[src/rtl/bus_read_sequencer.sv]
// bus_read_sequencer
// Queued read controller for the datapath bus. Client read requests are
// buffered in a small FIFO. Each request drives one register's Rout select
// for a single cycle. The bus value is captured at the end of that cycle and
// returned on a valid/ready response port.
//
// Ports:
//   clk        rising-edge clock
//   clr        asynchronous active-low reset
//   req_valid  request offered          req_ready  FIFO not full
//   req_reg    register index 0..15     req_ba     base-address mode read
//   Rout       one-hot register output enable (DRIVE cycle only)
//   BAout      base-address gating strobe (DRIVE cycle only)
//   bus_Data   shared bus value, sampled at the edge ending DRIVE
//   rsp_valid  response held            rsp_ready  consumer accepts
//   rsp_data   captured bus value       rsp_reg    index of the response
//
// Build option: define BUS_READ_SEQ_R0_BYPASS_EN so that base-address reads
// of R0 answer zero directly and skip the bus cycle.
module bus_read_sequencer #(
   parameter int DEPTH  = 4,
   parameter int DATA_W = 32
) (
   input  logic              clk,
   input  logic              clr,
   input  logic              req_valid,
   output logic              req_ready,
   input  logic [3:0]        req_reg,
   input  logic              req_ba,
   output logic [15:0]       Rout,
   output logic              BAout,
   input  logic [DATA_W-1:0] bus_Data,
   output logic              rsp_valid,
   input  logic              rsp_ready,
   output logic [DATA_W-1:0] rsp_data,
   output logic [3:0]        rsp_reg
);

   localparam int PW = $clog2(DEPTH);
   localparam int CW = PW + 1;
   localparam logic [CW-1:0] FULL_CNT = CW'(DEPTH);

`ifdef BUS_READ_SEQ_R0_BYPASS_EN
   localparam bit R0_BYPASS = 1'b1;
`else
   localparam bit R0_BYPASS = 1'b0;
`endif

   typedef enum logic [1:0] {IDLE, DRIVE, RESP} state_t;

   state_t          state, state_nx;
   logic [4:0]      fifo_mem [DEPTH];
   logic [PW-1:0]   wr_ptr, rd_ptr;
   logic [CW-1:0]   count;
   logic            fifo_empty, fifo_full;
   logic            push, pop;
   logic [3:0]      head_reg;
   logic            head_ba, head_bypass;
   logic            cap_bus, cap_zero;
   logic [3:0]      cur_reg;
   logic            cur_ba;

   function automatic logic [15:0] reg_onehot(input logic [3:0] idx);
      reg_onehot = 16'd1 << idx;
   endfunction

   assign fifo_empty  = (count == '0);
   assign fifo_full   = (count == FULL_CNT);
   assign req_ready   = ~fifo_full;
   assign push        = req_valid & ~fifo_full;
   assign head_reg    = fifo_mem[rd_ptr][4:1];
   assign head_ba     = fifo_mem[rd_ptr][0];
   assign head_bypass = R0_BYPASS & (head_reg == 4'd0) & head_ba;

   // ---- request FIFO: storage carries no reset, control does
   always_ff @(posedge clk) begin
      if (push) fifo_mem[wr_ptr] <= {req_reg, req_ba};
   end

   always_ff @(posedge clk or negedge clr) begin
      if (!clr) begin
         wr_ptr <= '0;
         rd_ptr <= '0;
         count  <= '0;
      end else begin
         if (push) wr_ptr <= wr_ptr + 1'b1;
         if (pop)  rd_ptr <= rd_ptr + 1'b1;
         case ({push, pop})
            2'b10:   count <= count + 1'b1;
            2'b01:   count <= count - 1'b1;
            default: count <= count;
         endcase
      end
   end

   // ---- sequencer FSM
   always_ff @(posedge clk or negedge clr) begin
      if (!clr) state <= IDLE;
      else      state <= state_nx;
   end

   always_comb begin
      state_nx = state;
      pop      = 1'b0;
      cap_bus  = 1'b0;
      cap_zero = 1'b0;
      case (state)
         IDLE: begin
            if (!fifo_empty) begin
               pop      = 1'b1;
               cap_zero = head_bypass;
               state_nx = head_bypass ? RESP : DRIVE;
            end
         end
         DRIVE: begin
            cap_bus  = 1'b1;
            state_nx = RESP;
         end
         RESP: begin
            if (rsp_ready) begin
               if (!fifo_empty) begin
                  pop      = 1'b1;
                  cap_zero = head_bypass;
                  state_nx = head_bypass ? RESP : DRIVE;
               end else begin
                  state_nx = IDLE;
               end
            end
         end
         default: state_nx = IDLE;
      endcase
   end

   // ---- current request (data only, meaningful once popped)
   always_ff @(posedge clk) begin
      if (pop) begin
         cur_reg <= head_reg;
         cur_ba  <= head_ba;
      end
   end

   // ---- response capture
   always_ff @(posedge clk or negedge clr) begin
      if (!clr) begin
         rsp_data <= '0;
         rsp_reg  <= '0;
      end else if (cap_bus) begin
         rsp_data <= bus_Data;
         rsp_reg  <= cur_reg;
      end else if (cap_zero) begin
         rsp_data <= '0;
         rsp_reg  <= '0;
      end
   end

   // Bus strobes are decoded from state so reset clears them at once.
   assign Rout      = (state == DRIVE) ? reg_onehot(cur_reg) : 16'd0;
   assign BAout     = (state == DRIVE) & cur_ba;
   assign rsp_valid = (state == RESP);

endmodule

[config.mk]
export PLATFORM = sky130hd
export DESIGN_NAME = bus_read_sequencer
export DESIGN_NICKNAME = d
export VERILOG_FILES = /design/src/rtl/bus_read_sequencer.sv
export SDC_FILE = /design/constraint.sdc
export NUM_CORES = 1
export LEC_CHECK = 0
export BUFFER_PORTS_ARGS = -buffer_cell sky130_fd_sc_hd__buf_2
export CAP_MARGIN = 25
export CORE_ASPECT_RATIO = 1.4
export CORE_MARGIN = 2
export CORE_UTILIZATION = 53
export DETAILED_ROUTE_END_ITERATION = 8
export PLACE_DENSITY_LB_ADDON = 0.15
export REMOVE_ABC_BUFFERS = 1
export SYNTH_ARGS = -nofsm -noshare
export SYNTH_HDL_FRONTEND = slang
export SYNTH_SLANG_ARGS = --single-unit
[constraint.sdc]
create_clock -name clk -period 7.6 [get_ports clk]
set_clock_uncertainty 0.1 [all_clocks]
set_input_delay 1.14 -clock clk [delete_from_list [all_inputs] [get_ports clk]]
set_output_delay 1.14 -clock clk [all_outputs]
set_load 0.1 [all_outputs]
==> run_results.csv <==
group,metric,value,unit
synth,synth_area_leaders,"dfrtp_1, edfxtp_1, nand2_1, mux4_2, ha_1",
synth,yosysSeqAreaShare,0.659,
sta,relSlewSlack,0.366,
final_layout,utilization,0.691,
place,port_buffers,95,
grt,grt_max_degree,46,
routing,drc,0,
sta,setup_tns,0,ns
grt,grt_usage,0.210,
sta,rsz0062_at_grt,"no",
floorplanning,chipHeight,90.7,um
clock_network,cts.sinks,70,
synth,synthMostInstantiatedCell,"nand2_1",
place,finalWeightedCongestion,0.777,
sta,finalCritPeriodShare,0.441,
sta,whs,0.371,ns
final_layout,largest_reg_flops,32,
synth,synth_commonest_cells,"nand2_1, dfrtp_1, edfxtp_1",
floorplanning,pin_count,96,
grt,grt_pass1_vias,2093,
synth,syn_area,0.00285,mm2
critical_path,cp_top_family,"buffers and inverters",
critical_path,path_cells,"nor2b_2 > buf_4 > nand3b_1 > nor3_1 > buf_2",
critical_path,start_kind,"flop",
sta,hold_violations,0,
synth,synth_ff_type,"dfrtp_1",
critical_path,max_stage_delay,0.45,ns
floorplanning,core_area,0.00516,mm2
final_layout,top_register,"rsp_data",
critical_path,path_buf_inv,2,
clock_network,cts_hold_buf,0,
floorplanning,start_util,0.552,
place,dpl.hpwl,4070,um
sta,period_needed,3.35,ns
floorplanning,num_rows,31,
clock_network,cts-root-buf,"clkbuf_8",
final_layout,final_cell_area,0.00356,mm2
hold_path,hp-class,"reg -> reg",
final_layout,reg.largest.list,"rsp_data (32), fifo_mem (20)",
clock_network,cts_setup_buffers,0,
final_layout,antenna_cells,0,
sta,drv_slew,0,
synth,synth_area_leader_cell,"dfrtp_1",
critical_path,arrival,2.11,ns
routing,routedWlPerCell,13.0,um
outcome,outcome,"completed",
critical_path,crit_required,6.36,ns
routing,viasPerCell,4.80,
grt,antenna_found_initial,0,
critical_path,cp_slowest_cell,"buf_2",
grt,grt_overflow,0,
critical_path,cp-end-kind,"output port",
clock_network,clock_path_buffers,2,
clock_network,cts.clk_slew.worst_paths,0.08,ns
final_layout,syn2layout_area_growth,25.2,%
synth,synth_edf_count,25,
routing,dr.pass1.iters,4,
clock_network,cts_tree,"yes",
routing,drtAntennaViolNets,0,
synth,ys_warn_count,0,
critical_path,r2r_cells,8,
sta,worst_pin_slew,0.943,ns
grt,grt_pass1_wl,9410,um
clock_network,ctsHtreeMaxLevel,3,
run,cap_violations,0,
sta,finalSetupViolations,0,
routing,drt-total-wl,5530,um
hold_path,worstHoldPathCells,2,
final_layout,nets,401,
floorplanning,dieArea,0.00598,mm2
critical_path,cp.depth,5,
hold_path,hold_start,"rsp_data[29]",
sta,max_freq,299,MHz
critical_path,critical_path_class,"reg -> out",
floorplanning,die_w,65.9,um
clock_network,cts_buffers,9,
synth,yosys.area.top_type_share,0.396,
routing,drt_iter0_markers,128,
critical_path,worstPathMaxFanout,40,
clock_network,cts_resized,0,
routing,vias,2038,
synth,syn_inst,256,
place,postPlaceCellArea,0.00338,mm2
clock_network,clk_latency,0.34,ns
critical_path,r2r-start,"state[1]",
final_layout,drive_above_1_share,0.351,
synth,async_flop_share,0.643,
synth,syn_avg_cell_area,11.1,um2
synth,ys_ff_latch,70,
critical_path,crit_path_start,"state[0]",
synth,yosysUniqueCellTypes,26,
worst min-delay path, stage by stage (launching register included):
cell and delay (ns):
dfrtp_1 0.34, nand2_1 0.05, nand2_1 0.05
kinds of logic after synthesis:
logic type,Yosys count,share of synthesized area
and+or+nand+nor,148,0.220
DFF,70,0.659
buffers and inverters,18,0.0251
xor gates and xnor gates,6,0.0185
muxes,6,0.0448
adders and majority gates,6,0.0290
AOI/OAI and AO/OA,2,0.00352
area by class of cell:
type	instances	area, um2
clock inverter	6	38.8
clock buffer	10	128
multi-input combinational	168	901
sequential	70	1880
fill	389	1600
tap	66	82.6
timing repair buffer	98	510
inverter	7	26.3
cells in the final DEF (no fill, tap or decap):
cell	instances
o21ai_0	2
and2_4	1
and3_2	4
clkinvlp_4	2
nand2b_1	4
clkbuf_8	9
clkbuf_1	1
mux2_4	1
nor2b_1	1
buf_4	2
nand3b_1	2
clkinv_4	1
and2_1	1
clkinv_2	3
buf_12	1
or3_1	1
edfxtp_1	25
nor3_1	7
nand2_1	110
or3b_4	1
nor2b_2	1
mux4_2	5
xnor2_1	2
ha_1	5
inv_1	7
xor2_1	4
fa_1	1
dfrtp_1	45
buf_2	95
nor2_1	13
nand3_1	1
nor4b_1	1
through the flow:
stage	std cells	setup WS (ns)
after global routing	425	4.07
after detailed placement	408	4.18
final	425	4.25
after floorplan	245	2.22
after global placement	408	4.30
after CTS	424	4.23
per-layer routing:
layer	routed length, um	track usage	vias up
met2	2850	0.354	65
met3	349	0.0599	11
li1	-	-	1017
met1	2210	0.241	945
met4	115	0.0986	0
met5	0	0	-
worst paths after layout:
kind	slack (ns)	endpoint
worst max-delay path	4.25	Rout[1]
worst min-delay path	0.37	rsp_data[29]
min in group asynchronous	0.50	rsp_data[5]
worst max register to register	4.92	count[2]
worst min register to register	0.37	rsp_data[29]
max in group asynchronous	6.47	rsp_data[19]
Power is left out: the tool's default activity adds up to more than one toggle a clock period on the data nets, which glitch-free logic cannot reach.
